### src/rtl/inta_sequencer.sv
// Interrupt acknowledge initiator: drives registered active-low INTA pulses and captures the PIC vector.
// Optional macro INTA_8080_EN adds the 3-pulse 8080 CALL sequence (mode8080/addr). int_req is the PIC INT pin.
module inta_sequencer #(
  parameter int PULSE_W = 2,
  parameter int GAP_W   = 2
) (
  input  logic        clk,
  input  logic        reset,
  input  logic        int_req,
  input  logic        ien,
  output logic        inta,
  input  logic [7:0]  D,
  output logic [7:0]  vec,
  output logic        vec_valid,
  input  logic        vec_ack,
  output logic        busy
`ifdef INTA_8080_EN
  ,
  input  logic        mode8080,
  output logic [15:0] addr
`endif
);

  localparam int MAX_W = (PULSE_W > GAP_W) ? PULSE_W : GAP_W;
  localparam int CNT_W = $clog2(MAX_W + 1);
  localparam logic [CNT_W-1:0] PULSE_LD = CNT_W'(PULSE_W - 1);
  localparam logic [CNT_W-1:0] GAP_LD   = CNT_W'(GAP_W - 1);
  localparam logic [CNT_W-1:0] CNT_ONE  = CNT_W'(1);

  typedef enum logic [2:0] {
    IDLE,
    P1,
    G1,
    P2,
`ifdef INTA_8080_EN
    G2,
    P3,
`endif
    DONE
  } state_t;

  state_t           state, state_nxt;
  logic [CNT_W-1:0] cnt, cnt_nxt;
  logic             last;
  logic             inta_nxt;
  logic             cap_vec;
  logic [7:0]       vec_src;
`ifdef INTA_8080_EN
  logic             mode, mode_nxt;
  logic             cap_lo, cap_hi;
`endif

  assign last      = (cnt == '0);
  assign vec_valid = (state == DONE);
  assign busy      = (state != IDLE);

  always_comb begin
    state_nxt = state;
    cnt_nxt   = last ? cnt : cnt - CNT_ONE;
    cap_vec   = 1'b0;
    vec_src   = D;
`ifdef INTA_8080_EN
    mode_nxt  = mode;
    cap_lo    = 1'b0;
    cap_hi    = 1'b0;
`endif
    case (state)
      IDLE: begin
        if (int_req && ien) begin
          state_nxt = P1;
          cnt_nxt   = PULSE_LD;
`ifdef INTA_8080_EN
          mode_nxt  = mode8080;
`endif
        end
      end
      P1: begin
        if (last) begin
          state_nxt = G1;
          cnt_nxt   = GAP_LD;
        end
      end
      G1: begin
        if (last) begin
          state_nxt = P2;
          cnt_nxt   = PULSE_LD;
        end
      end
      P2: begin
        if (last) begin
`ifdef INTA_8080_EN
          if (mode) begin
            state_nxt = G2;
            cnt_nxt   = GAP_LD;
            cap_lo    = 1'b1;
          end else begin
            state_nxt = DONE;
            cap_vec   = 1'b1;
          end
`else
          state_nxt = DONE;
          cap_vec   = 1'b1;
`endif
        end
      end
`ifdef INTA_8080_EN
      G2: begin
        if (last) begin
          state_nxt = P3;
          cnt_nxt   = PULSE_LD;
        end
      end
      P3: begin
        // Vector is the low CALL-target byte captured during P2.
        if (last) begin
          state_nxt = DONE;
          cap_hi    = 1'b1;
          cap_vec   = 1'b1;
          vec_src   = addr[7:0];
        end
      end
`endif
      DONE: begin
        if (vec_ack) state_nxt = IDLE;
      end
      default: state_nxt = IDLE;
    endcase

    // inta is registered from the next state so it changes exactly on phase edges.
    inta_nxt = 1'b1;
    case (state_nxt)
      P1, P2: inta_nxt = 1'b0;
`ifdef INTA_8080_EN
      P3:     inta_nxt = 1'b0;
`endif
      default: inta_nxt = 1'b1;
    endcase
  end

  always_ff @(posedge clk) begin
    if (reset) begin
      state <= IDLE;
      cnt   <= '0;
      inta  <= 1'b1;
      vec   <= 8'h00;
`ifdef INTA_8080_EN
      mode  <= 1'b0;
      addr  <= 16'h0000;
`endif
    end else begin
      state <= state_nxt;
      cnt   <= cnt_nxt;
      inta  <= inta_nxt;
      if (cap_vec) vec <= vec_src;
`ifdef INTA_8080_EN
      mode  <= mode_nxt;
      if (cap_lo) addr[7:0]  <= D;
      if (cap_hi) addr[15:8] <= D;
`endif
    end
  end

endmodule
### config.mk
export PLATFORM = sky130hd
export DESIGN_NAME = inta_sequencer
export DESIGN_NICKNAME = d
export VERILOG_FILES = /design/src/rtl/inta_sequencer.sv
export SDC_FILE = /design/constraint.sdc
export NUM_CORES = 1
export LEC_CHECK = 0
export CAP_MARGIN = 30
export CORE_MARGIN = 1
export CORE_UTILIZATION = 25
export DETAILED_ROUTE_END_ITERATION = 8
export SLEW_MARGIN = 30
export SYNTH_ARGS = -nofsm -noshare
export SYNTH_HDL_FRONTEND = slang
export SYNTH_SLANG_ARGS = --single-unit
export TNS_END_PERCENT = 30
### constraint.sdc
create_clock -name clk -period 1.5 [get_ports clk]
set_input_delay 0.3 -clock clk [delete_from_list [all_inputs] [get_ports clk]]
set_output_delay 0.3 -clock clk [all_outputs]
set_load 0.05 [all_outputs]
==> results.json, run 1 <==
{
  "ir_drop_mv": 0.568,
  "overflow": 0,
  "async_reset_ff_frac": 0,
  "rsz0062_at_grt": "yes",
  "r2r_slack_ns": 0.15,
  "crit_fanout": 3,
  "drtPass1Iterations": 4,
  "ys_seq_elements": 14,
  "fp.dieArea_sq_um": 2750,
  "syn-num-nets": 76,
  "final-hold-violation-count": 0,
  "ys_top_cells_by_area": "dfxtp_1 44%, nand2b_1 16%, mux2i_1 13%",
  "fin_crit_ns": 1.48,
  "port_buffers": 23,
  "drive_gt1_frac": 0.344,
  "cts_max_path_buffers": 2,
  "fp.dieW_um": 52.4,
  "syn2layout_area_growth_pct": 71.3,
  "grt_pass1_wl_um": 2060,
  "fmax_ghz": 0.675,
  "root_buffer": "clkbuf_4",
  "p_leak_uw": 0.000415,
  "ant_nets": 0,
  "cts.sinks": 14,
  "ys_warn_count": 0,
  "wl_per_cell_um": 11.2,
  "antenna_found_initial": 0,
  "worstMarginPinSlew_ns": 0.258,
  "min_path_type": "reg -> reg",
  "multi_input_comb_area_sq_um": 340,
  "p_total_uw": 1130,
  "coreArea_sq_um": 2300,
  "grt_max_degree": 22,
  "io_pins": 24,
  "drv_cap": 0,
  "ctsHtreeMaxLevel": 1,
  "post-route-period-util": 0.988,
  "fillCellCount": 217,
  "critPathArrivalTime_ns": 1.18,
  "antennaDiodeCount": 0,
  "synth_area_sq_um": 636,
  "ys_seq_area_frac": 0.441,
  "end_kind": "output pin",
  "gp_congestion": 0.701,
  "synthFlopType": "dfxtp_1",
  "start_util": 0.277,
  "avgSynthCellArea_sq_um": 10.1,
  "slew_violations": 0,
  "rows": 17,
  "yosysTopAreaCellShare": 0.441,
  "synthDistinctLibCells": 22,
  "critPathLaunchType": "flip-flop",
  "cts-buffers-inserted": 3,
  "clk_latency_ns": 0.28,
  "hpwl_um": 962,
  "powerDensity_nw_per_um2": 1030,
  "skew_ns": 0.00825,
  "dp_slack_ns": -0.0440,
  "drt-initial-drc-count": 3,
  "die_h_um": 52.4,
  "track_usage": 0.105,
  "clk_pin_slew_worst_paths_ns": 0.08,
  "criticalPathCategory": "reg -> out",
  "nets": 107,
  "cts_tree": "done",
  "status": "finished clean",
  "setup_viol": 0,
  "vias": 556,
  "yosys-top-cells-count": "16 x nand2b_1, 14 x dfxtp_1, 8 x mux2i_1",
  "max_slew_margin": 0.826,
  "drc": 0,
  "tns_ns": 0,
  "yosysMostFrequentCell": "nand2b_1",
  "via_per_inst": 4.60,
  "setup_slack_ns": 0.0187,
  "register_area_sq_um": 289,
  "finalWirelength_um": 1360,
  "required_ns": 1.20,
  "grt_pass1_vias": 491,
  "synth_largest_area_cell": "dfxtp_1",
  "synth-edff-count": 0,
  "syn_inst": 63
}
==> path summary, 6_finish.rpt <==
path	cells past startpoint	start	end
hold / removal	2	vec[5]$_SDFFE_PP0P_	vec[5]$_SDFFE_PP0P_
setup / recovery	2	state[0]$_SDFF_PP0_	busy
hold reg to reg	2	vec[5]$_SDFFE_PP0P_	vec[5]$_SDFFE_PP0P_
setup reg to reg	4	state[0]$_SDFF_PP0_	inta$_SDFF_PP1_
==> logic make-up (layout without fill, tap and decap cells) <==
| family | Yosys count | count (layout) | synth area share |
|---|---|---|---|
| compound gates | 8 | 8 | 0.0886 |
| xor+xnor | 1 | 1 | 0.0138 |
| buf+inv | 4 | 34 | 0.0413 |
| flops | 14 | 14 | 0.441 |
| mux | 8 | 8 | 0.126 |
| simple gates | 28 | 28 | 0.289 |
==> layout make-up <==
| cell class | instances | area share |
|---|---|---|
| Tap cell | 28 | 0.0322 |
| Clock buffer | 4 | 0.0333 |
| Sequential cell | 14 | 0.266 |
| Timing Repair Buffer | 30 | 0.356 |
| Multi-Input combinational cell | 45 | 0.313 |
==> power by group <==
part / switching, uW / internal, uW / total, uW
combinational: 181 / 220 / 401
clock: 122 / 148 / 270
sequential: 44.7 / 410 / 455
==> layout by cell type (no fill, tap or decap), drive strengths merged, types with 2 or more instances in the layout <==
master,instances
nand2,2
mux2i,8
dfxtp,14
nand2b,16
clkbuf,4
nor3b,2
nor4,2
nor3,2
buf,18
a21oi,3
clkdlybuf4s50,12
==> registers in the layout (all words and copies together), names as in the netlist <==
name   count
inta       1
state      3
vec        8
cnt        2
==> critical path: stages (launching register included) <==
cell and delay (ns):
dfxtp_4 0.36, or3_4 0.39, buf_8 0.16
==> what timing repair did <==
item / in CTS / in global routing
buffers inserted: 3 / 1
endpoints found under the setup margin: 2 / 1
pin swaps: 1 / 0
hold buffers: 0 / 0
hold endpoints to repair: 0 / 0
resized for setup: 7 / 0
==> per-stage QoR <==
stage,util,hold WS [ns],instances,area (sq um)
final,0.474,0.514,121,1090
after global routing,0.474,0.537,121,1090
after CTS,0.471,0.516,120,1080
after detailed placement,0.438,0.502,113,1010
after global placement,0.438,0.497,113,1010
after floorplan,-,0.406,63,641
==> layer usage <==
layer  GRT usage  share of wire
met5           0              0
met4      0.0921          0.032
met3      0.0174          0.036
met2       0.165           0.48
met1       0.122           0.45
No activity file was read; power rests on OpenSTA's default activity.
==> run 2, diff against run 1 <==
Settings changed: CTS_BUF_LIST set to sky130_fd_sc_hd__clkbuf_2 sky130_fd_sc_hd__clkbuf_4 sky130_fd_sc_hd__clkbuf_8, SLEW_MARGIN 30 to 10.
==> results of run 2 <==
The final DEF is identical to that of run 1; final timing and power are the same.
==> run 3, diff against run 2 <==
Settings changed: CORE_MARGIN 1 to unset, GPL_TIMING_DRIVEN set to 0.
==> results.json, run 3 (synthesized netlist as in run 1, its figures left out) <==
{
  "largest_reg_flops": 8,
  "required_ns": 1.20,
  "grt_pass1_wl_um": 2050,
  "r2r_end": "inta$_SDFF_PP1_",
  "critPathArrivalTime_ns": 1.19,
  "critPathLaunchType": "flip-flop",
  "critPathBufInv": 1,
  "syn2layout_area_growth_pct": 48.8,
  "crit_start": "state[1]$_SDFF_PP0_",
  "worstPathCellList": "or3_4 -> buf_8",
  "post-route-period-util": 0.990,
  "path_depth": 2,
  "grt_busiest_layer": "met2",
  "power.internal_uw": 731,
  "p_seq_frac": 0.416,
  "ir_drop_mv": 0.591,
  "combPwrFrac": 0.331,
  "drc": 0,
  "ant_nets": 0,
  "skew_ns": 0.00681,
  "p_total_uw": 1070,
  "largestRegisters": "vec (8), state (3), cnt (2)",
  "coreArea_sq_um": 2300,
  "status": "finished clean",
  "cpPeakStageDelay_ns": 0.39,
  "final_common_cell": "nand2b_1",
  "p_leak_uw": 0.000364,
  "cts_tree": "done",
  "final-hold-violation-count": 0,
  "antennaDiodeCount": 0,
  "crit_fanout": 3,
  "critPathTopFamily": "simple AND/OR/NAND/NOR gates",
  "cp_slowest_cell": "or3_4",
  "port_buffers": 23,
  "powerDensity_nw_per_um2": 1130,
  "criticalPathCategory": "reg -> out",
  "drv_cap": 0,
  "cts.sinks": 14,
  "met2_usage": 0.175,
  "clkPwrFrac": 0.254,
  "power_switching_share": 0.315,
  "grt_pass1_vias": 492,
  "max_slew_margin": 0.668,
  "grt_max_degree": 11,
  "hpwl_um": 949,
  "drt-initial-drc-count": 8,
  "cts-buffers-inserted": 3,
  "slew_violations": 0,
  "fin_crit_ns": 1.49,
  "rsz0062_at_grt": "yes",
  "min_path_type": "reg -> reg",
  "place_inst": 114,
  "cts_max_path_buffers": 2,
  "r2r_slack_ns": 0.16,
  "ctsHtreeMaxLevel": 1,
  "overflow": 0,
  "clk_pin_slew_worst_paths_ns": 0.09,
  "layout_common_cells": "16 x nand2b_1, 12 x clkdlybuf4s50_1, 11 x dfxtp_1, 8 x mux2i_1, 5 x clkdlybuf4s15_1",
  "start_util": 0.277,
  "final-instance-count-excl-fill": 119,
  "io_pins": 24,
  "wl_per_cell_um": 11.3,
  "worstMarginPinSlew_ns": 0.500,
  "met3_usage": 0.0464,
  "vias": 539,
  "endpoint": "busy",
  "drive_gt1_frac": 0.209,
  "reg2reg_depth": 5,
  "setup_viol": 0,
  "fp.dieArea_sq_um": 2750,
  "fmax_ghz": 0.673,
  "rows": 17,
  "gp_congestion": 0.678,
  "p_sw_uw": 336,
  "clk_latency_ns": 0.28,
  "top_register": "vec",
  "antenna_found_initial": 0,
  "fp.dieW_um": 52.4,
  "r2r_start": "state[1]$_SDFF_PP0_",
  "via_per_inst": 4.53,
  "die_h_um": 52.4,
  "root_buffer": "clkbuf_4",
  "use_met1": 0.114,
  "end_kind": "output pin",
  "track_usage": 0.104,
  "finalWirelength_um": 1340,
  "nets": 105,
  "drtPass1Iterations": 4
}
[run 3: cell count changes in the layout (fill, tap and decap cells not counted), sizes merged]
cell,change
buf,-14
clkbuf,+4
clkdlybuf4s15,+5
dlygate4sd2,+3
[run 3: area by class of cell]
type                       instances  area [sq um]
fill                             234          1350
multi-input combinational         45           334
sequential                        14           287
timing repair buffer              25           239
clock buffer                       4          36.3
tap                               28          35.0
buffer                             3          15.0
[run 3: routing by layer]
layer,vias up,share of wire
li1,272,-
met4,0,0
met1,248,0.44
met5,-,0
met2,19,0.50
met3,0,0.062
[run 3: worst min-delay path by stage]
stage / from / slack, ns / to / depth (start not counted)
6_report: vec[7]$_SDFFE_PP0P_ / 0.48 / vec[7]$_SDFFE_PP0P_ / 2
5_1_grt: vec[0]$_SDFFE_PP0P_ / 0.50 / vec[0]$_SDFFE_PP0P_ / 2
4_1_cts: vec[3]$_SDFFE_PP0P_ / 0.48 / vec[3]$_SDFFE_PP0P_ / 2
3_5_place_dp: vec[0]$_SDFFE_PP0P_ / 0.47 / vec[0]$_SDFFE_PP0P_ / 2
3_3_place_gp: vec[0]$_SDFFE_PP0P_ / 0.46 / vec[0]$_SDFFE_PP0P_ / 2
2_1_floorplan: reset / 0.41 / inta$_SDFF_PP1_ / 1
[run 3: power groups by stage]
stage | logic, uW | registers (uW) | clock network, uW
after floorplan | 194 | 487 | 0
after detailed placement | 346 | 443 | 0
after global routing | 378 | 449 | 303
after CTS | 353 | 444 | 280
final | 353 | 443 | 271
after global placement | 342 | 441 | 0
[run 3: what timing repair did]
| action | CTS | global route |
|---|---|---|
| pin swaps | 1 | 0 |
| resized for setup | 26 | 8 |
| setup endpoints to repair | 11 | 8 |
| hold buffers | 0 | 0 |
| setup buffers | 2 | 0 |
[run 3: tightest hold or removal path, delay by kind of cell (launching register included)]
kind / cells / cell delay (ns)
simple gates: 1 / 0.06
mux: 1 / 0.06
flops: 1 / 0.32
[run 3: through the flow]
stage | instance area [sq um] | worst slack, ns | util | hold WS, ns | setup TNS (ns)
floorplan | 641 | 0.0296 | - | 0.406 | 0
global placement | 906 | -0.245 | 0.394 | 0.459 | -0.510
detailed placement | 906 | -0.256 | 0.394 | 0.466 | -0.559
CTS | 941 | 0.00243 | 0.410 | 0.479 | 0
global route | 946 | -0.0261 | 0.412 | 0.500 | -0.0261
finish | 946 | 0.0146 | 0.412 | 0.477 | 0
